<file path="src/rtl/pipelined_carry_skip_adder.sv">
// Pipelined carry-skip adder/subtractor: W bits cut into N-bit skip blocks,
// B blocks resolved per stage, valid/ready handshake on both sides.
module pipelined_carry_skip_adder #(
  parameter int W = 32,
  parameter int N = 4,
  parameter int B = 2
) (
  input  logic         clk,
  input  logic         rst,
  input  logic         in_valid,
  output logic         in_ready,
  input  logic [W-1:0] a,
  input  logic [W-1:0] b,
  input  logic         cin,
  input  logic         sub,
  output logic         out_valid,
  input  logic         out_ready,
  output logic [W-1:0] sum,
  output logic         cout,
  output logic         ovf
);

  localparam int NB = N * B;
  localparam int S  = (NB > 0) ? W / NB : 1;

  if (N < 1 || B < 1 || W < 1 || (W % N) != 0 || ((W / N) % B) != 0) begin : g_param_check
    $error("pipelined_carry_skip_adder: W must be a multiple of N, and W/N a multiple of B");
  end

  logic [S-1:0] stage_valid;
  logic [S-1:0] load;

  // A stage can load unless it and every stage after it are full while the
  // consumer stalls; this is the only combinational path from out_ready.
  always_comb begin : load_chain
    logic all_full;
    // NOTE: every variable written here gets a value before any branch or loop,
    // so no path through the block can leave a stale value and infer a latch.
    all_full = 1'b1;
    load     = '0;
    for (int k = S - 1; k >= 0; k--) begin
      all_full = all_full & stage_valid[k];
      load[k]  = out_ready | ~all_full;
    end
  end

  assign in_ready = load[0];

  for (genvar k = 0; k < S; k++) begin : g_stage
    // Operand bits not yet consumed when entering this stage.
    localparam int REM = W - k * NB;

    logic [REM-1:0]      a_in, bp_in;
    logic                c_in, v_in;
    logic [NB-1:0]       p_s, g_s, c_bit, slice_sum;
    logic                c_out;
    logic [(k+1)*NB-1:0] sum_full;

    logic                valid_q, valid_d;
    logic                carry_q, carry_d;
    logic [(k+1)*NB-1:0] sum_q, sum_d;

    if (k == 0) begin : g_src
      assign a_in     = a;
      assign bp_in    = sub ? ~b : b;
      assign c_in     = sub | cin;
      assign v_in     = in_valid;
      assign sum_full = slice_sum;
    end else begin : g_src
      assign a_in     = g_stage[k-1].g_fwd.a_q;
      assign bp_in    = g_stage[k-1].g_fwd.bp_q;
      assign c_in     = g_stage[k-1].carry_q;
      assign v_in     = g_stage[k-1].valid_q;
      assign sum_full = {slice_sum, g_stage[k-1].sum_q};
    end

    assign p_s = a_in[NB-1:0] ^ bp_in[NB-1:0];
    assign g_s = a_in[NB-1:0] & bp_in[NB-1:0];

    // Ripple inside each block; when the whole block propagates, the block
    // carry-in bypasses the ripple chain through the skip mux.
    always_comb begin : carry_skip
      logic c, blk_cin, all_p;
      c       = c_in;
      blk_cin = 1'b0;
      all_p   = 1'b0;
      c_bit   = '0;
      for (int j = 0; j < B; j++) begin
        blk_cin = c;
        all_p   = 1'b1;
        for (int i = 0; i < N; i++) begin
          c_bit[j*N+i] = c;
          c            = g_s[j*N+i] | (p_s[j*N+i] & c);
          all_p        = all_p & p_s[j*N+i];
        end
        c = all_p ? blk_cin : c;
      end
      c_out = c;
    end

    assign slice_sum = p_s ^ c_bit;

    always_comb begin : stage_next
      valid_d = valid_q;
      carry_d = carry_q;
      sum_d   = sum_q;
      if (load[k]) begin
        valid_d = v_in;
        if (v_in) begin
          carry_d = c_out;
          sum_d   = sum_full;
        end
      end
    end

    // NOTE: data flops are reset along with valid so the outputs read zero
    // after reset and nothing from a discarded beat can leak out.
    always_ff @(posedge clk or posedge rst) begin
      if (rst) begin
        valid_q <= 1'b0;
        carry_q <= 1'b0;
        sum_q   <= '0;
      end else begin
        // NOTE: non-blocking assignments so every register samples the
        // pre-edge value of its neighbours, independent of block order.
        valid_q <= valid_d;
        carry_q <= carry_d;
        sum_q   <= sum_d;
      end
    end

    assign stage_valid[k] = valid_q;

    if (k < S - 1) begin : g_fwd
      logic [REM-NB-1:0] a_q, a_d, bp_q, bp_d;

      always_comb begin
        a_d  = a_q;
        bp_d = bp_q;
        if (load[k] && v_in) begin
          a_d  = a_in[REM-1:NB];
          bp_d = bp_in[REM-1:NB];
        end
      end

      always_ff @(posedge clk or posedge rst) begin
        if (rst) begin
          a_q  <= '0;
          bp_q <= '0;
        end else begin
          a_q  <= a_d;
          bp_q <= bp_d;
        end
      end
    end else begin : g_last
      // Carry into the MSB, kept for the overflow flag.
      logic c_msb_q, c_msb_d;

      always_comb begin
        c_msb_d = c_msb_q;
        if (load[k] && v_in) c_msb_d = c_bit[NB-1];
      end

      always_ff @(posedge clk or posedge rst) begin
        if (rst) c_msb_q <= 1'b0;
        else     c_msb_q <= c_msb_d;
      end
    end
  end

  assign out_valid = g_stage[S-1].valid_q;
  assign sum       = g_stage[S-1].sum_q;
  assign cout      = g_stage[S-1].carry_q;
  assign ovf       = g_stage[S-1].g_last.c_msb_q ^ g_stage[S-1].carry_q;

endmodule

</file>
<file path="config.mk">
export PLATFORM = sky130hd
export DESIGN_NAME = pipelined_carry_skip_adder
export DESIGN_NICKNAME = d
export VERILOG_FILES = /design/src/rtl/pipelined_carry_skip_adder.sv
export SDC_FILE = /design/constraint.sdc
export NUM_CORES = 1
export LEC_CHECK = 0
export ABC_CLOCK_PERIOD_IN_PS = 8500
export CAP_MARGIN = 25
export CORE_MARGIN = 2
export CORE_UTILIZATION = 25
export CTS_BUF_LIST = sky130_fd_sc_hd__clkbuf_4
export CTS_CLUSTER_DIAMETER = 80
export DETAILED_ROUTE_END_ITERATION = 12
export SYNTH_ARGS = -nofsm -noshare
export SYNTH_HDL_FRONTEND = slang
export SYNTH_SLANG_ARGS = --single-unit
</file>
<file path="constraint.sdc">
create_clock -name clk -period 8.5 [get_ports clk]
set_input_delay 1.7 -clock clk [delete_from_list [all_inputs] [get_ports clk]]
set_output_delay 1.7 -clock clk [all_outputs]
set_load 0.01 [all_outputs]
</file>
**Yosys cells after proc, flatten, opt, wreduce, memory -nomap -nowiden**

Cells that the tools add are included.

- Output and inout port bits: 36
- Logic and storage cells: 150
- Bits of input ports: 70
- Register bits after elaboration: 185

- Bitwise logic cells: 114
- Mux-type cells: 9
- Reductions and logical operators: 8

Operators by type and width:

| operator | count |
|---|---|
| 8-bit bitwise XOR | 8 |
| 1-bit AND | 59 |
| 1-bit OR | 37 |
| 8-bit AND | 4 |
| 32-bit 2-to-1 mux | 1 |
| 32-bit NOT | 1 |
| 1-bit 2-to-1 mux | 8 |
| 2-bit AND reduction | 4 |
| 1-bit logical AND | 4 |
| 1-bit NOT | 4 |
| 1-bit bitwise XOR | 1 |

**Longest topological paths before layout**

Gate-level depths: netlist (run 1).

- Word-level depth: 21
- Gate-level depth with buffers: 17
- Gate-level depth less buffers: 15

**Least setup slack after synthesis (run 1)**

OpenSTA, ideal clock, no wires.

- Path kind: input -> register
- From: in sub
- To: reg g_stage[0].sum_q[7]
- Library setup time: 0.125 ns
- Stages: 15
- Path slack: 2.161 ns
- Data arrival time: 6.214 ns
- Data required time: 8.375 ns
- Buffers on the path: 2
- Cell sequence: buf_2 buf_2 xor2_1 inv_1 fa_1 fa_1 fa_1 fa_1 mux2_2 fa_1 fa_1 fa_1 inv_1 fa_1 mux2_2

- Longest elaborated chain between the ends: 18
- Elaborated cells between the ends (all ways): 23
- Those cells by class: mux: 2; bitwise: 21

Ends and longest elaborated chain:

| item | RTL line | text |
|---|---|---|
| start: declaration | 15 | `input logic sub,` |
| 32-bit 2-to-1 mux | 65 | `assign bp_in = sub ? ~b : b;` |
| 8-bit bitwise XOR | 77 | `assign p_s = a_in[NB-1:0] ^ bp_in[NB-1:0];` |
| 1-bit AND | 93 | `c = g_s[j*N+i] \| (p_s[j*N+i] & c);` |
| 1-bit OR | 93 |  |
| 1-bit AND | 93 |  |
| 1-bit OR | 93 |  |
| 1-bit AND | 93 |  |
| 1-bit OR | 93 |  |
| [3 not listed] | n/a |  |
| 1-bit AND | 93 |  |
| 1-bit OR | 93 |  |
| 1-bit AND | 93 |  |
| 1-bit OR | 93 |  |
| 1-bit AND | 93 |  |
| 1-bit OR | 93 |  |
| 8-bit bitwise XOR (*) | 101 | `assign slice_sum = p_s ^ c_bit;` |
| via g_stage[0].slice_sum[7] | 55 | `logic [NB-1:0] p_s, g_s, c_bit, slice_sum;` |
| end signal: assignment | 128 | `sum_q <= sum_d;` |
| end: declaration | 61 | `logic [(k+1)*NB-1:0] sum_q, sum_d;` |

The timed path passes the listed nets; every way through them passes the cells marked *.
A chain may end at the register's enable or synchronous reset.

**Worst setup path after layout (run 1)**

Same ends and word-level chain as after synthesis.

==> summary by stage, run 1 <==
CTS
The clock latency on the worst-skew pair is ~0.60 ns. After clock tree synthesis, the clock-pin slew on the worst setup and hold paths is ~0.15 ns. The tree built by TritonCTS fans out to between 150 and 200 sinks. The total of cells resized after clock tree synthesis is 0.

Post-CTS timing repair inserted 0 buffers for setup. The CTS root buffer is sky130_fd_sc_hd__clkbuf_4. TritonCTS built the clock tree. The maximum clock insertion buffer count is 2. The count of H-tree levels built during CTS is 4. Clock tree synthesis inserted a total of 17 buffers. After clock tree synthesis, the flow added hold-fix buffers numbering 0.

STA
The clock skew is about 0.024 ns. Setup repair after global routing left no endpoint under its margin. After layout, the minimum clock period comes to between 5 and 6 ns. The count of pins over their slew limit is 0.

Setup total negative slack on the finished layout was measured at 0 ns. At the pin with the least slew margin, the transition time is around 0.94 ns. Setup violations remaining at the end of the flow were counted as 0. The hold violation total from the final report is 0. The final period utilization is approximately 70%.

The highest achievable clock rate is around 170 MHz. The worst pin sits at a relative slew slack of 37.2%.

Detailed routing
The first-iteration detailed-routing DRC count is approximately 140. After detailed routing, the number of remaining DRC violations is 0. The final wirelength is between 15 and 20 mm.

In the final routed layout, each cell accounts on average for ~14 um. The post-detailed-route via-to-cell ratio is 3.97. The residual antenna-violating net count after detailed routing is 0. The detailed router placed 4636 vias in this run. The number of iterations in the first detailed-routing pass is 2.

GRT
The number of antenna violations at the first check in global routing is 3. The largest net degree at the start of global routing is approximately 120. The global-route usage over all layers is 9.99%.

The number of global-route vias before repair is around 4900. Summed over all layers, the global routing overflow is 0. The first global-routing pass estimated 27.1 mm of wire.

Floorplan
The number of core rows is 67. about 110 I/O pins were placed. The height of the die is about 190 um. The initial core utilization is 25.3%. The die covers around 0.035 sq mm.

The die extent in x is between 150 and 200 um. The core region is roughly 0.033 sq mm.

Worst hold path
In this run the worst hold path is classified as reg2reg.

Placement
The number of placed instances, taps included, is ~1100. The HPWL after detailed placement is 11.1 mm. The count of buffers added on input and output ports is approximately 110. The placer's final routability congestion estimate is between 0.7 and 0.8.

Final layout
The layout has between 3000 and 4000 filler cells. Compared with the post-synthesis result, the final layout area differs by 21.0%. The post-layout instance count excluding filler cells is 1167. In the layout the commonest cells are 185 x sky130_fd_sc_hd__dfrtp_1, 141 x sky130_fd_sc_hd__mux2_2, 104 x sky130_fd_sc_hd__clkdlybuf4s50_1.

The most common cell after layout, fill and taps aside is sky130_fd_sc_hd__dfrtp_1. After the last flow step, the layout net total stands at 840. In the final layout, the share of cells above drive strength 1 is 25.8%.

Yosys
Sorting the synthesized cells by area gives the leading types as sky130_fd_sc_hd__dfrtp_1 55%, sky130_fd_sc_hd__mux2_2 19%, sky130_fd_sc_hd__fa_1 7.6%, sky130_fd_sc_hd__ha_1 4.7%, sky130_fd_sc_hd__o21ai_0 2.3%. Synthesis handed over a netlist of between 600 and 700 instances. sky130_fd_sc_hd__dfrtp_1 takes more of the synthesized area than any other cell.

The fraction of post-synthesis cell area in the top cell type by area is 54.7%. The mapped cell area is roughly 0.0085 sq mm. The post-synthesis sequential element count is 185. Yosys printed 0 warnings. The fraction of the yosys area taken by sequential cells is between 50 and 60%. The average cell area after synthesis is 14.1 sq um. The number of nets in the synthesized netlist is around 740. In this run, distinct cell masters in the synthesized netlist total 26.

Critical path
The worst path required time is ~9.0 ns. The critical path is of the in2reg type. The worst setup path is captured at a flop.

STA classifies the critical path startpoint as a primary input. STA puts the critical path data arrival time at 6.49 ns. Of all nets on the critical path, the largest fanout is 32.

Power and ir drop
The total power density per cell area is 271 mW/mm^2. The standby leakage power is ~4.4 nW. The worst vdd rail ir drop is roughly 0.00011 V.

Job
The number of violations of the max-capacitance limit is 0.

Run status
The run finished with clean final reports.
layout make-up:
cell class	count	area [sq um]	area share (%)
Antenna cell	1	2.50	0.0245
Clock buffer	17	128	1.25
Clock inverter	14	118	1.15
Inverter	39	154	1.50
Multi-Input combinational cell	351	3500	34.2
Sequential cell	185	4630	45.2
Tap cell	448	561	5.48
Timing Repair Buffer	112	1140	11.1
state kept, by name, summed over array words and instances (netlist names):
| name | flops |
|---|---|
| g_stage.g_last.c_msb_q | 1 |
| out_valid | 1 |
| sum | 32 |
| g_stage.valid_q | 3 |
| g_stage.sum_q | 48 |
| g_stage.carry_q | 3 |
| g_stage.g_fwd.a_q | 48 |
| cout | 1 |
| g_stage.g_fwd.bp_q | 48 |
worst paths after layout:
check | from | end | slack (ns) | cells past startpoint
max in group asynchronous | rst | g_stage[2].sum_q[19]$_DFFE_PP0P_ | 5.85 | 4
hold / removal | g_stage[0].g_fwd.bp_q[22]$_DFFE_PP0P_ | g_stage[0].g_fwd.bp_q[22]$_DFFE_PP0P_ | 0.49 | 2
setup / recovery | sub | g_stage[0].sum_q[7]$_DFFE_PP0P_ | 2.51 | 14
min in group asynchronous | rst | sum[2]$_DFFE_PP0P_ | 1.61 | 2
setup reg to reg | g_stage[1].carry_q$_DFFE_PP0P_ | g_stage[2].sum_q[23]$_DFFE_PP0P_ | 4.40 | 13
hold reg to reg | g_stage[0].g_fwd.bp_q[22]$_DFFE_PP0P_ | g_stage[0].g_fwd.bp_q[22]$_DFFE_PP0P_ | 0.49 | 2
routing by layer:
metal,up-vias,global-route usage (%),part of all wire [%]
met5,-,0,0.061
met4,2,3.18,1.3
li1,2216,-,-
met1,2339,12.4,46
met3,14,3.44,4.3
met2,65,16.3,48
cell families (layout without fill, tap and decap cells):
| family | after synthesis | after routing | synth area share, % |
|---|---|---|---|
| AO/OA/AOI/OAI | 46 | 46 | 2.93 |
| XOR/XNOR | 33 | 33 | 3.42 |
| adder cells (fa/ha/maj) | 64 | 64 | 12.3 |
| buffers and inverters | 65 | 182 | 3.90 |
| flip-flops | 185 | 185 | 54.7 |
| multiplexers | 144 | 144 | 19.2 |
| other | 0 | 1 | 0 |
| AND/OR/NAND/NOR | 64 | 64 | 3.56 |
synth_stat cells (all sizes together):
cell,count
dfrtp,185
mux2,143
nand2,46
o21ai,42
inv,39
fa,32
ha,32
buf,24
xnor2,22
xor2,11
nand4,8
nand2b,4
a21oi,3
nor2,3
clkbuf,2
mux2i,1
nand3b,1
nand4b,1
o2111a,1
or2,1
worst max-delay path, stage by stage:
cell and delay [ns]:
sky130_fd_sc_hd__buf_2 0.12, sky130_fd_sc_hd__buf_4 0.51, sky130_fd_sc_hd__nor2_1 0.16, sky130_fd_sc_hd__fa_1 0.44
sky130_fd_sc_hd__fa_1 0.43, sky130_fd_sc_hd__fa_1 0.42, sky130_fd_sc_hd__fa_1 0.38, sky130_fd_sc_hd__mux2_2 0.31
sky130_fd_sc_hd__fa_1 0.42, sky130_fd_sc_hd__fa_1 0.44, sky130_fd_sc_hd__fa_1 0.40, sky130_fd_sc_hd__inv_1 0.08
sky130_fd_sc_hd__fa_1 0.40, sky130_fd_sc_hd__mux2_2 0.26
power breakdown:
group,switching [mW],internal (mW)
sequential,0.199,1.19
clock,0.329,0.123
combinational,0.377,0.558
metrics by stage:
step           hold slack [ns]  utilization [%]  power [mW]  setup slack, ns  cell area, sq um
6_report                 0.493             30.6        2.77             2.51             10200
5_1_grt                  0.517             30.6        3.02             2.36             10200
4_1_cts                  0.501             30.4        2.84             2.52             10200
3_5_place_dp             0.467             29.7        2.37             1.80              9930
3_3_place_gp             0.458             29.7        2.34             1.87              9930
2_1_floorplan            0.445                -        1.97             1.77              8460
No activity file was read; power rests on OpenSTA's default activity.
==> inputs of run 2 (changes only) <==
- ABC_CLOCK_PERIOD_IN_PS: 8500 -> 5200
- clock period: 8.5 -> 5.2 ns (I/O delays scaled with it)
==> summary by stage, run 2 (synthesis gave the netlist of run 1 again) <==
Final layout
The share of final-layout standard cells stronger than drive strength 1 is 26.9% (+1.1 points). The utilization after layout is 31.0% (+0.39 points). The post-synthesis to final-layout area growth is 22.5%. The net count of the finished layout is 846 (+0.71%).

The area taken by flip-flops and latches is 0.00463 sq mm (unchanged). The area occupied by multi-input gates came to 0.00352 sq mm (+0.46%). The library cells used most frequently in the layout, excluding fill and tap cells, are 185 x sky130_fd_sc_hd__dfrtp_1, 140 x sky130_fd_sc_hd__mux2_2, 104 x sky130_fd_sc_hd__clkdlybuf4s50_1. The post-layout instance count excluding filler cells is 1171 (+0.34%). The largest registers in the layout are g_stage.g_fwd.a_q (48), g_stage.g_fwd.bp_q (48), g_stage.sum_q (48). The library cell used most frequently in the layout, excluding fill and tap cells, is sky130_fd_sc_hd__dfrtp_1. The layout filler cell count is 3362 (-0.86%).

Floorplan
The number of placed I/O pins came to 106 (unchanged). The initial core utilization came to 25.3% (unchanged). The die extent in x is 188 um (unchanged). The number of core rows came to 67 (unchanged). The area inside the core boundary is 0.0334 sq mm (unchanged).

The height of the die is 188 um (unchanged). The floorplan die area is 0.0353 sq mm (unchanged).

CTS
The CTS buffer count is 17 (unchanged). The clock latency on the worst-skew pair was 0.60 ns (about the same). The count of H-tree levels built during CTS is 4 (unchanged).

The maximum clock insertion buffer count came to 2 (unchanged). The CTS clock-pin slew for the worst setup and hold paths is 0.16 ns (about the same). The TritonCTS clock tree is built. The CTS root buffer is sky130_fd_sc_hd__clkbuf_4. The post-CTS setup-driven buffer insertion count was 0 (unchanged).

The number of hold buffers added after CTS was 0 (unchanged). The clock sink count is 185 (unchanged). The total of cells resized after clock tree synthesis is 0 (unchanged).

GRT
The number of antenna violations at the first check in global routing is 3 (unchanged). The global-route wire length before repair came to 27.7 mm (+2.2%). The total global routing overflow was 0 (unchanged).

The largest net degree at the start of global routing was 186 (+60%). The global-route usage over all layers is 10.3% (+0.29 points). The number of global-route vias before repair is 4950 (+0.75%).

STA
The worst slew margin relative to its limit is 29.5% (-7.7 points). In the finished design, the share of the clock period the worst path needs comes to between 90% and 100%. The clock skew is 0.0313 ns (+0.00771 ns). The hold violation total from the final report is 0 (unchanged). Setup repair after global routing left no endpoint under its margin. The clock period could shrink to a little under 5 ns. The final-report setup violation count was 0 (unchanged).

The count of pins over their slew limit was 0 (unchanged). The highest achievable clock rate is ~200 MHz. The measured slew at the worst slew-check pin came to 1.06 ns (+0.115 ns).

Critical path
The critical-path maximum fanout came to 2 (-94%). The critical path launch point is b[0]. The cell type with the highest occurrence count on the critical path is sky130_fd_sc_hd__fa_2.

The setup path with the least slack is of type in2reg. The beginning of the worst register-to-register path is g_stage[1].carry_q$_DFFE_PP0P_. The data arrival time of the worst path came to 5.39 ns (-1.10 ns). The biggest cell delay along the critical path is 0.47 ns (-0.04 ns).

On the critical path, the stage with the largest delay is an instance of sky130_fd_sc_hd__clkdlybuf4s50_1. STA classifies the critical path endpoint as a flop. The startpoint kind of the worst setup timing path is a primary input. The reg-to-reg setup timing slack is 1.08 ns (-3.32 ns). The depth of the worst register-to-register path is 13 (unchanged).

The critical path goes through clkdlybuf4s50_1, xor2_1, inv_1, fa_2, fa_2, fa_2, fa_1, mux2_4, fa_2, fa_2, fa_1, inv_1, fa_1, mux2_2. The endpoint of the most critical register-to-register path is g_stage[2].sum_q[23]$_DFFE_PP0P_. The worst path required time is 5.71 ns (-3.29 ns).

Detailed routing
The residual antenna-violating net count after detailed routing is 0 (unchanged). The number of iterations in the first detailed-routing pass was 4 (+2). The number of design rule violations left after detail routing was 0 (unchanged). The first-iteration detailed-routing DRC count is 156 (+9.9%). The final wirelength is 16.8 mm (+2.7%). The routed wire length per instance was 14.4 um (+2.3%).

The post-detailed-route via-to-cell ratio is 4.00 (+0.78%). The via total after detailed routing is 4688 (+1.1%).

Power and ir drop
The total power density per cell area is 457 mW/mm^2 (+69%). The clock share of power is 19.4% (+3.1 points). The power share of the sequential group is 48.0% (-2.0 points). The switching power came to 1.44 mW (+60%). The standby leakage power is 4.45 nW (+1.2%). The worst vdd rail ir drop is 0.000154 V (+43%). The switching share of total power is 30.5% (-2.1 points). The combinational share of power is 32.6% (-1.1 points). The cell internal power dissipation is 3.29 mW (+76%).

Worst hold path
In this run the most critical hold path is launched from g_stage[0].sum_q[0]$_DFFE_PP0P_. The instance count along the most critical hold path is 2 (unchanged). The hold path endpoint is g_stage[0].sum_q[0]$_DFFE_PP0P_. The path class of the tightest hold or removal check is reg2reg.

Placement
The placer's final routability congestion estimate was 0.774 (+3.2%). The half-perimeter wire length after placement is 11.5 mm (+3.1%). The cell count after placement came to 1140 (+0.62%). The quantity of I/O buffers inserted on ports was 105 (unchanged).

Run status
The run finished with clean final reports.

Job
The number of violations of the max-capacitance limit was 0 (unchanged).
==> run 2: cell types whose count changed in the layout (fill, tap and decap cells not counted), sizes merged <==
cell	before	now
inv	46	38
buf	8	14
bufinv	0	5
clkinv	5	1
clkbuf	17	19
clkinvlp	2	4
diode	1	2
==> run 2: layer usage <==
metal	vias up	track usage [%]	wire (um)
li1	2217	-	-
met2	70	16.5	7970
met1	2388	13.3	7990
met3	11	3.18	675
met5	-	0	12
met4	2	3.00	191
==> run 2: power by group through the flow <==
stage	sequential (mW)	combinational, mW	clock [mW]
2_1_floorplan	2.27	0.950	0
4_1_cts	2.29	1.59	0.974
6_report	2.27	1.54	0.920
3_5_place_dp	2.32	1.58	0
5_1_grt	2.36	1.75	1.04
3_3_place_gp	2.31	1.55	0
==> run 2: layout make-up <==
type | instances | area share, %
Timing Repair Buffer | 118 | 11.4
Inverter | 39 | 1.45
Antenna cell | 2 | 0.0483
Clock buffer | 19 | 1.38
Sequential cell | 185 | 44.7
Multi-Input combinational cell | 351 | 33.9
Tap cell | 448 | 5.41
Clock inverter | 9 | 1.70
==> run 2: critical path: cells and delay by family <==
family / cells / cell delay (ns)
xor+xnor: 1 / 0.19
fa+ha+maj: 8 / 2.97
buf+inv: 3 / 0.65
mux: 2 / 0.54
==> run 2: how the worst max path moves through the flow <==
| stage | slack [ns] | to | cells past startpoint |
|---|---|---|---|
| finish | 0.32 | g_stage[0].sum_q[7]$_DFFE_PP0P_ | 14 |
| global route | 0.20 | g_stage[0].sum_q[7]$_DFFE_PP0P_ | 14 |
| CTS | 0.37 | g_stage[0].sum_q[7]$_DFFE_PP0P_ | 14 |
| detailed placement | -0.35 | g_stage[0].sum_q[7]$_DFFE_PP0P_ | 14 |
| global placement | -0.27 | g_stage[0].sum_q[7]$_DFFE_PP0P_ | 14 |
| floorplan | 0.02 | g_stage[0].sum_q[7]$_DFFE_PP0P_ | 15 |
==> run 2: stage by stage <==
step	setup TNS (ns)	setup WS [ns]	power, mW	cell area (sq um)	hold WS [ns]
4_1_cts	0	0.370	4.85	10300	0.500
5_1_grt	0	0.200	5.15	10400	0.511
3_5_place_dp	-0.443	-0.347	3.90	10000	0.469
3_3_place_gp	-0.276	-0.274	3.85	10000	0.460
2_1_floorplan	0	0.0155	3.22	8490	0.445
6_report	0	0.317	4.74	10400	0.493
==> inputs of run 3 (changes only) <==
- REMOVE_ABC_BUFFERS: default -> 1
==> summary by stage, run 3 (synthesis gave the netlist of run 1 again) <==
Critical path
Walking the worst path, the cells encountered are clkdlybuf4s50_1, xor2_2, inv_1, fa_1, fa_2, fa_1, fa_1, mux2_2, fa_2, fa_2, fa_1, inv_1, fa_1, mux2_2. The end point of the critical path is g_stage[0].sum_q[7]$_DFFE_PP0P_. The depth of the worst register-to-register path is 13 (unchanged).

The biggest cell delay along the critical path came to 0.51 ns (+0.04 ns). The reg-to-reg setup timing slack was 1.03 ns (-0.05 ns). The critical path class is in2reg. The endpoint of the most critical register-to-register path is g_stage[1].sum_q[15]$_DFFE_PP0P_. The beginning of the worst register-to-register path is g_stage[0].carry_q$_DFFE_PP0P_. The data arrival time of the worst path is 5.61 ns (+0.22 ns). The cell with the biggest individual delay on the critical path is sky130_fd_sc_hd__clkdlybuf4s50_1. The kind of capture point of the worst setup path is a flop. The worst path required time is 5.67 ns (-0.04 ns). The critical path launch point is b[0].

In this design, the critical path's most frequently occurring cell is sky130_fd_sc_hd__fa_1. STA classifies the critical path startpoint as a primary input. The critical-path maximum fanout is 2 (unchanged).

GRT
The number of global-route vias before repair was 5000 (+1.0%). The global-route wire length before repair was 27.5 mm (-0.97%). The global-route usage over all layers is 10.1% (-0.15 points).

The total global routing overflow is 0 (unchanged). The largest net degree at the start of global routing is 129 (-31%). The number of antenna violations at the first check in global routing is 1 (-2).

Power and ir drop
The total power density per cell area is 453 mW/mm^2 (-0.87%). The standby leakage power is 4.47 nW (+0.45%). The overall power of the completed layout is 4.70 mW (-0.71%). The worst vdd rail ir drop came to 0.000174 V (+13%).

Detailed routing
The residual antenna-violating net count after detailed routing is 0 (unchanged). The via total after detailed routing is 4690 (+0.043%). The number of iterations in the first detailed-routing pass was 4 (unchanged).

The routed wire length per instance was 14.2 um (-1.1%). The post-detailed-route via-to-cell ratio is 3.99 (-0.30%). The final wirelength is 16.7 mm (-0.76%).

The number of design rule violations left after detail routing is 0 (unchanged). The first-iteration detailed-routing DRC count is 145 (-7.1%).

CTS
The count of H-tree levels built during CTS was 4 (unchanged). The clock latency on the worst-skew pair came to 0.58 ns (-0.02 ns). The number of hold buffers added after CTS is 0 (unchanged).

The CTS root buffer is sky130_fd_sc_hd__clkbuf_4. The CTS clock-pin slew for the worst setup and hold paths was 0.15 ns (about the same). TritonCTS built the clock tree. The clock sink count came to 185 (unchanged). The CTS buffer count was 17 (unchanged). The maximum clock insertion buffer count is 2 (unchanged).

Floorplan
The area inside the core boundary is 0.0334 sq mm (unchanged). The number of placed I/O pins is 106 (unchanged). The number of core rows is 67 (unchanged). The floorplan die area is 0.0353 sq mm (unchanged).

The height of the die was 188 um (unchanged). The initial core utilization is 25.3% (unchanged). The die extent in x is 188 um (unchanged).

Final layout
The share of final-layout standard cells stronger than drive strength 1 is 27.4% (+0.50 points). The final cell area excluding filler cells is 0.0104 sq mm (+0.16%). The library cells used most frequently in the layout, excluding fill and tap cells, are 185 x sky130_fd_sc_hd__dfrtp_1, 141 x sky130_fd_sc_hd__mux2_2, 104 x sky130_fd_sc_hd__clkdlybuf4s50_1. The utilization after layout is 31.0% (+0.049 points). The largest registers in the layout are g_stage.g_fwd.a_q (48), g_stage.g_fwd.bp_q (48), g_stage.sum_q (48). The most common cell after layout, fill and taps aside is sky130_fd_sc_hd__dfrtp_1. Relative to the synthesized area, the layout overhead comes to 22.7%. The net count of the finished layout was 848 (+0.24%).

STA
The tightest hold margin is 0.493 ns (+0.000603 ns). The final period utilization is 98.7% (+4.8 points). The clock skew is 0.0288 ns (-0.00246 ns).

The count of pins over their slew limit came to 0 (unchanged). The final-report setup violation count is 0 (unchanged). The hold violation total from the final report is 0 (unchanged). The measured slew at the worst slew-check pin was 0.957 ns (-0.0999 ns).

The highest achievable clock rate is 195 MHz (-4.9%). The minimum period implied by the final worst setup slack is 5.13 ns (+0.250 ns). Setup repair after global routing left no endpoint under its margin. The worst slew margin relative to its limit is 36.2% (+6.7 points). The total negative slack for setup checks is 0 ns (unchanged).

Job
The number of violations of the max-capacitance limit is 0 (unchanged).

Placement
The quantity of I/O buffers inserted on ports was 105 (unchanged). The placer's final routability congestion estimate is 0.704 (-9.0%). The half-perimeter wire length after placement was 11.5 mm (+0.29%). The standard cell area after detailed placement was 0.0100 sq mm (+0.27%).

Run status
The run finished with clean final reports.

Worst hold path
The path category of the worst min-delay check is reg2reg.
==> run 3: worst max-delay path: cells and delay by family <==
family	cells	cell delay, ns
adder cells (fa/ha/maj)	8	3.18
buffers and inverters	3	0.67
multiplexers	2	0.57
XOR/XNOR	1	0.15
==> run 3: metal layers <==
layer	GRT usage, %	vias to the layer above	part of all wire (%)
met5	0	-	0
met2	16.5	67	48
met1	13.1	2402	47
met4	2.82	0	0.92
li1	-	2216	-
met3	2.94	5	3.5
==> run 3: repair_timing <==
item	CTS	global route
gates resized for setup	2	2
endpoints found under the setup margin	1	1
setup buffers	0	1
pin swaps	0	1
==> run 3: per-stage QoR <==
stage | worst slack [ns] | std cells
floorplan | -0.869 | 575
global placement | -0.660 | 1140
detailed placement | -0.800 | 1142
CTS | 0.00960 | 1173
global route | 0.0112 | 1175
finish | 0.0676 | 1175
==> run 3: worst min path at each step <==
| stage | startpoint | to | cells past startpoint |
|---|---|---|---|
| 6_report | g_stage[0].g_fwd.bp_q[11]$_DFFE_PP0P_ | g_stage[0].g_fwd.bp_q[11]$_DFFE_PP0P_ | 2 |
| 3_5_place_dp | g_stage[0].g_fwd.bp_q[22]$_DFFE_PP0P_ | g_stage[0].g_fwd.bp_q[22]$_DFFE_PP0P_ | 2 |
| 4_1_cts | g_stage[0].g_fwd.bp_q[11]$_DFFE_PP0P_ | g_stage[0].g_fwd.bp_q[11]$_DFFE_PP0P_ | 2 |
| 2_1_floorplan | g_stage[0].g_fwd.bp_q[10]$_DFFE_PP0P_ | g_stage[0].g_fwd.bp_q[10]$_DFFE_PP0P_ | 2 |
| 5_1_grt | g_stage[0].g_fwd.bp_q[11]$_DFFE_PP0P_ | g_stage[0].g_fwd.bp_q[11]$_DFFE_PP0P_ | 2 |
| 3_3_place_gp | g_stage[0].g_fwd.bp_q[8]$_DFFE_PP0P_ | g_stage[0].g_fwd.bp_q[8]$_DFFE_PP0P_ | 2 |
==> run 3: power breakdown <==
part           internal [mW]  switching (mW)  leakage [nW]  total (mW)
sequential              1.94           0.317          2.20        2.26
clock                  0.350           0.529         0.162       0.879
combinational          0.931           0.635          2.10        1.57
total                   3.22            1.48          4.47        4.70
==> run 3: final cells by class <==
| cell class | instances | area (sq um) |
|---|---|---|
| fill | 3350 | 23100 |
| tap | 448 | 561 |
| timing repair buffer | 120 | 1210 |
| inverter | 39 | 154 |
| antenna | 1 | 2.50 |
| sequential | 185 | 4630 |
| clock buffer | 19 | 143 |
| clock inverter | 12 | 165 |
| multi-input combinational | 351 | 3520 |
